## config.mk

```make
export PLATFORM = sky130hd
export DESIGN_NAME = branch_predictor_btb
export DESIGN_NICKNAME = d
export VERILOG_FILES = /design/src/rtl/branch_predictor_btb.sv
export SDC_FILE = /design/constraint.sdc
export NUM_CORES = 2
export LEC_CHECK = 0
export ABC_CLOCK_PERIOD_IN_PS = 5200
export BUFFER_PORTS_ARGS = -buffer_cell sky130_fd_sc_hd__buf_2
export CORE_MARGIN = 2
export CORE_UTILIZATION = 52
export CTS_BUF_LIST = sky130_fd_sc_hd__clkbuf_16
export CTS_CLUSTER_SIZE = 28
export DETAILED_ROUTE_END_ITERATION = 8
export GPL_ROUTABILITY_DRIVEN = 0
export PLACE_DENSITY = 0.72
export SYNTH_ARGS = -nofsm -noshare
export SYNTH_HDL_FRONTEND = slang
export SYNTH_SLANG_ARGS = --single-unit
```

## constraint.sdc

```tcl
create_clock -name clock -period 5.2 [get_ports clock]
set_input_delay 0.78 -clock clock [delete_from_list [all_inputs] [get_ports clock]]
set_output_delay 0.78 -clock clock [all_outputs]
set_load 0.01 [all_outputs]
```

## src/rtl/branch_predictor_btb.sv

```systemverilog
// Direct-mapped branch target buffer with 2-bit saturating counters.
// Zero-cycle lookup for fetch, resolve/update and mispredict detection from execute.
module branch_predictor_btb #(
  parameter int PC_W  = 32,
  parameter int IDX_W = 4,
  parameter int CTR_W = 16
) (
  input  logic             clock,
  input  logic             reset_n,
  input  logic [PC_W-1:0]  f_pc,
  output logic             pred_hit,
  output logic             pred_taken,
  output logic [PC_W-1:0]  pred_target,
  input  logic             x_valid,
  input  logic             x_cond,
  input  logic [PC_W-1:0]  x_pc,
  input  logic             x_taken,
  input  logic [PC_W-1:0]  x_target,
  input  logic             x_pred_taken,
  input  logic [PC_W-1:0]  x_pred_target,
  output logic             mispredict,
  output logic [PC_W-1:0]  redirect_pc,
  output logic [CTR_W-1:0] cnt_branches,
  output logic [CTR_W-1:0] cnt_mispred
);
  localparam int ENTRIES = 1 << IDX_W;
  localparam int TAG_W   = PC_W - IDX_W;

  logic             entry_valid  [ENTRIES];
  logic [TAG_W-1:0] entry_tag    [ENTRIES];
  logic [PC_W-1:0]  entry_target [ENTRIES];
  logic [1:0]       entry_ctr    [ENTRIES];

  logic [IDX_W-1:0] f_idx;
  logic [IDX_W-1:0] x_idx;
  logic [TAG_W-1:0] f_tag;
  logic [TAG_W-1:0] x_tag;
  logic             x_hit;

  assign f_idx = f_pc[IDX_W-1:0];
  assign f_tag = f_pc[PC_W-1:IDX_W];
  assign x_idx = x_pc[IDX_W-1:0];
  assign x_tag = x_pc[PC_W-1:IDX_W];
  assign x_hit = entry_valid[x_idx] && (entry_tag[x_idx] == x_tag);

  // Lookup reads the registered table only, so a same-cycle update is not visible.
  assign pred_hit    = entry_valid[f_idx] && (entry_tag[f_idx] == f_tag);
  assign pred_taken  = pred_hit && entry_ctr[f_idx][1];
  assign pred_target = pred_taken ? entry_target[f_idx] : f_pc + PC_W'(1);

  // Gated by reset_n so the flush request drops the moment reset is asserted.
  assign mispredict  = reset_n && x_valid &&
                       ((x_taken != x_pred_taken) ||
                        (x_taken && (x_target != x_pred_target)));
  assign redirect_pc = x_taken ? x_target : x_pc + PC_W'(1);

  always_ff @(posedge clock or negedge reset_n) begin
    if (!reset_n) begin
      for (int i = 0; i < ENTRIES; i++) begin
        entry_valid[i]  <= 1'b0;
        entry_tag[i]    <= '0;
        entry_target[i] <= '0;
        entry_ctr[i]    <= 2'b01;
      end
    end else if (x_valid) begin
      if (x_hit) begin
        if (x_cond) begin
          if (x_taken) begin
            if (entry_ctr[x_idx] != 2'b11) entry_ctr[x_idx] <= entry_ctr[x_idx] + 2'd1;
            entry_target[x_idx] <= x_target;
          end else if (entry_ctr[x_idx] != 2'b00) begin
            entry_ctr[x_idx] <= entry_ctr[x_idx] - 2'd1;
          end
        end else begin
          entry_ctr[x_idx]    <= 2'b11;
          entry_target[x_idx] <= x_target;
        end
      end else if (x_taken) begin
        // Allocate or evict whatever aliases to this index.
        entry_valid[x_idx]  <= 1'b1;
        entry_tag[x_idx]    <= x_tag;
        entry_target[x_idx] <= x_target;
        entry_ctr[x_idx]    <= x_cond ? 2'b10 : 2'b11;
      end
    end
  end

  always_ff @(posedge clock or negedge reset_n) begin
    if (!reset_n) begin
      cnt_branches <= '0;
      cnt_mispred  <= '0;
    end else begin
      if (x_valid && (cnt_branches != '1)) cnt_branches <= cnt_branches + CTR_W'(1);
      if (mispredict && (cnt_mispred != '1)) cnt_mispred <= cnt_mispred + CTR_W'(1);
    end
  end

endmodule
```

# Yosys cells after proc, flatten, opt, wreduce, memory -nomap -nowiden
# Index checks and enable logic that the tools add are counted.
dict set report classes {
  n_addsub 6
  n_eq_ne 9
  order_cmp 3
  bitwise_logic 5
  reduce_logical 14
  shifts 0
  div_mod_pow 0
  multipliers 0
  muxes 46
}
# cell n
set ops {}
lappend ops {{$mux W512} 3}
lappend ops {{$bwmux W512} 1}
lappend ops {{$bwmux W448} 1}
lappend ops {{$mux W32} 11}
lappend ops {{$bmux W28 S4} 2}
lappend ops {{$mux W28} 5}
lappend ops {{$bmux W32 S4} 1}
lappend ops {{$demux W32 S4} 1}
lappend ops {{$demux W28 S4} 1}
lappend ops {{$bwmux W32} 3}
lappend ops {{$add A32 B1 Y32 const B} 2}
lappend ops {{$eq A28 B28 Y1} 2}
lappend ops {{$add A16 B1 Y16 const B} 2}
lappend ops {{$ne A16 B16 Y1 const B} 2}
lappend ops {{$ne A32 B32 Y1} 1}
lappend ops {{$or A32 B32 Y32} 1}
lappend ops {{$bmux W2 S4} 2}
lappend ops {{$or A16 B16 Y16} 1}
lappend ops {{$ge A5 B5 Y1 const B} 2}
lappend ops {{$mux W2} 5}
lappend ops {{$not A4 Y5} 2}
lappend ops {{$logic_and A1 B1 Y1} 9}
lappend ops {{$bmux W1 S4} 2}
lappend ops {{$demux W2 S4} 1}
lappend ops {{14 further kinds} 20}
dict set report totals {
  latchBits 0
  ram_bits 0
  input_bits 134
  out_inout_bits 99
  wordCells 149
  rom_bits 0
  n_memories 0
  register_bits 1040
}

# Logic depth before layout (Yosys ltp)
dict set report depth {
  depth_word 10
  mapped_depth 18
  depth_no_buf 10
}

# Worst setup path after synthesis
# Ideal clock, no wire load.
dict set report synth_path {
  path_kind {input to output}
  from {input f_pc[0]}
  to {output pred_target[10]}
  n_path_buf 8
  required_time_ns 4.420
  slack_ns 0.088
  cell_stages 11
  arrival_time_ns 4.332
  path_cell_list {buf_2 -> buf_4 -> buf_4 -> buf_4 -> buf_4 -> buf_2 -> clkbuf_1 -> buf_1 -> mux4_2 -> mux4_2 -> mux2_1}
}
dict set report synth_via {
  elab_chain_len 8
  word_cells_on_any_way 18
  classes_between {add/sub: 1; eq/ne: 1; mux: 13; bitwise: 1; reduce/logical: 2}
}
# element line_no
set synth_rtl {}
lappend synth_rtl {{start: declaration} 10} ;# input logic [PC_W-1:0] f_pc,
lappend synth_rtl {{$not A4 Y5 (implied by the code)} {47, 48, 49}}
lappend synth_rtl {{$bmux W28 S4} 47} ;# assign pred_hit = entry_valid[f_idx] && (entry_tag[f_idx] == f_tag);
lappend synth_rtl {{$mux W28 (implied by the code) (2 in a row)} 47}
lappend synth_rtl {{$eq A28 B28 Y1} 47}
lappend synth_rtl {{$logic_and A1 B1 Y1} 47}
lappend synth_rtl {{$logic_and A1 B1 Y1} 48} ;# assign pred_taken = pred_hit && entry_ctr[f_idx][1];
lappend synth_rtl {{$mux W32 (*)} 49} ;# assign pred_target = pred_taken ? entry_target[f_idx] : f_pc + PC_W'(1);
lappend synth_rtl {{end: declaration} 13} ;# output logic [PC_W-1:0] pred_target,
# Mark *: on every way between the ends. The rest lies on a longest branch, timed or not. The select of a mux whose other input is x is not followed.

# Worst setup path after layout
dict set report layout_path {
  from {input f_pc[0]}
  to {output pred_target[19]}
}
# Same word-level chain as after synthesis.

==> flow_metrics.env <==
export IMPL_violations="setup timing"
export IMPL_tightest_slew_ns=1.11
export IMPL_max_freq_mhz=191
export IMPL_post_route_cell_area_mm2=0.0635
export IMPL_setup_ws_ns=-0.0321
export IMPL_ant_nets=0
export IMPL_required_ns=4.42
export IMPL_dpl_cell_area_mm2=0.0595
export IMPL_fin_util_pct=60.4
export IMPL_leakage_nw=28.0
export IMPL_syn_inst=3827
export IMPL_yosysSeqAreaShare_pct=47.3
export IMPL_finalSetupViolCount=7
export IMPL_cts_buffer_depth=3
export IMPL_core_area_mm2=0.105
export IMPL_hold_buffers=0
export IMPL_cp_startpoint="f_pc[0]"
export IMPL_synth_fp_nets=3970
export IMPL_placementRows=119
export IMPL_vias=36300
export IMPL_period_share_pct=101
export IMPL_ys_warn_count=0
export IMPL_synth_edff_count=0
export IMPL_cts_root_buffer_cell="clkbuf_16"
export IMPL_die_h_um=329
export IMPL_first_global_vias=36800
export IMPL_numCtsBuffers=110
export IMPL_ios=233
export IMPL_outcome="complete, but fails checks"
export IMPL_cts_num_sinks=1040
export IMPL_grt_pass1_wl_mm=252
export IMPL_port_buffer_count=232
export IMPL_insertion_delay_ns=0.72
export IMPL_min_period_ns=5.23
export IMPL_drc=0
export IMPL_grtUsageTotal_pct=31.7
export IMPL_die_area_mm2=0.109
export IMPL_fill_cells=8064
export IMPL_worst_path_max_fanout=21
export IMPL_avgSynthCellArea_um2=14.4
export IMPL_grt_max_degree=182
export IMPL_final_nets=4224
export IMPL_slew_violations=0
export IMPL_r2r_start="entry_tag[335]"
export IMPL_drive_gt1_share_pct=44.6
export IMPL_routedWlPerCell_um=30.9
export IMPL_grt_ovfl_total=0
export IMPL_cap_violations=0
export IMPL_synth_area_leaders="dfrtp_1 (47%), mux4_2 (15%), mux2_2 (14%)"
export IMPL_viasPerCell=6.52
export IMPL_synth_seq_cells=1040
export IMPL_end_kind="output pin"
export IMPL_ys_types=84
export IMPL_area_growth_pct=15.3
export IMPL_cp_arrival_ns=4.45
export IMPL_synth_top_area_share_pct=46.5
export IMPL_routed_wl_mm=172
export IMPL_hold_path_class="input port to asynchronous set/reset pin"
export IMPL_synth_flop_cell="dfrtp_1"
export IMPL_slew_headroom_pct=26.2
export IMPL_antenna_found_initial=9
export IMPL_first_pass_iters=6
export IMPL_cts_tree="done"
export IMPL_syn_area_mm2=0.0551
export IMPL_start_kind="input port"
export IMPL_yosys_area_top_type="dfrtp_1"
export IMPL_drt_iter0_markers=3798
export IMPL_peakVddDrop_mv=0.300
export IMPL_dp_hpwl_mm=118
export IMPL_htree_levels=3
export IMPL_critPathKind="input port to output pin"
export IMPL_synth_async_sr_flop_share_pct=100
export IMPL_rsz0062_at_grt="true"
export IMPL_final_hold_viol_count=0
export IMPL_skew_ns=0.0338
export IMPL_start_util_pct=52.4
export IMPL_power_density_mw_per_mm2=371
export IMPL_die_x_um=329
export IMPL_clk_pin_slew_worst_paths_ns=0.06
metrics by stage:
stage	hold slack, ns	cells	TNS [ns]	setup WS (ns)	power, mW
finish	0.0201	5562	-0.160	-0.0321	23.6
global route	0.0472	5559	-0.914	-0.0881	24.5
CTS	0.0156	5537	0	0.0162	23.5
detailed placement	0.469	5338	-0.714	-0.0393	15.7
global placement	0.461	5338	-0.710	-0.0348	15.5
floorplan	0.452	3827	0	0.0880	13.9
critical path: stages:
cell and delay (ns):
buf_16 0.14, buf_12 0.21, mux4_2 0.53, mux2i_1 0.21
a21oi_1 0.18, xor2_1 0.23, or4_1 0.55, or3_4 0.40
nor4_4 0.30, buf_6 0.21, clkbuf_16 0.20, mux2_1 0.33
buf_2 0.14
kinds of logic (layout without fill, tap and decap cells):
family	after synthesis	after routing	share of synthesized area, %
flops	1040	1040	47.3
simple gates	435	435	4.37
buf+inv	403	744	3.77
compound gates	214	214	2.74
mux	1548	1548	38.8
xor+xnor	178	178	2.83
other cells	0	3	0
fa+ha+maj	9	9	0.204
final cells by class:
type	instances	area, µm²	area share (%)
multi-input combinational	2384	27300	42.9
antenna	3	7.51	0.0118
sequential	1040	26000	41.0
clock inverter	88	807	1.27
timing repair buffer	521	4770	7.51
clock buffer	111	2780	4.38
tap	1391	1740	2.74
inverter	24	90.1	0.142
placed cells by master (no fill, tap or decap), drive strengths merged, types with 6 or more instances in the layout:
cell type and n:
dfrtp 1024, mux2i 136, buf 517, nand2b 8, a211oi 28, nand2 103
nand3 55, xor2 93, clkbuf 115, xnor2 85, inv 46, and4 6
or2 20, nor4 18, a221oi 7, dfstp 16, mux2 1047, o211ai 7
a21oi 40, clkinv 50, nor3 21, o22ai 10, ha 9, a22o 15
nor2b 37, bufinv 13, a22oi 20, nand4 27, mux4 365, o21ai 41
nor2 96, and3 13
registers in the layout (all words and copies together) (netlist names):
name / count
cnt_branches: 16
cnt_mispred: 16
entry_ctr: 32
entry_tag: 448
entry_target: 512
entry_valid: 16
worst paths after layout:
kind / cells after the start / to / slack, ns
max in group asynchronous: 3 / entry_tag[407] / 2.98
worst min register to register: 1 / entry_target[169] / 0.48
worst max-delay path: 13 / pred_target[19] / -0.03
worst max register to register: 13 / entry_ctr[15] / 0.97
worst min-delay path: 1 / entry_target[333] / 0.02
min in group clock: 1 / entry_target[169] / 0.48
synthesized netlist by cell type, types with 28 or more instances:
cell,instances
buf_1,37
buf_2,85
nor2b_1,37
nor2_1,79
mux2i_1,136
nand3_1,55
o21ai_0,40
mux2_1,342
a21oi_1,40
nand2_1,102
xnor2_1,85
buf_4,40
a211oi_1,28
clkbuf_1,177
mux4_2,365
dfrtp_1,1024
mux2_2,704
buf_6,38
xor2_1,93
report_power, final:
part	total (mW)	internal (mW)	switching, mW
sequential	10.8	9.70	1.07
clock	7.88	4.51	3.37
combinational	4.92	2.74	2.18
per-layer routing:
metal,vias to the layer above,track usage (%),share of wire [%]
li1,14800,-,-
met1,19200,43.8,40
met2,1792,48.6,46
met3,484,7.02,9.4
met4,10,13.6,5.1
met5,-,0,0.12
timing repair:
item / in CTS / in global routing
setup buffers: 0 / 19
pin swaps: 0 / 8
gates resized for setup: 6 / 42
gates cloned: 0 / 3
endpoints found under the setup margin: 31 / 34
No activity file was read; power rests on OpenSTA's default activity.
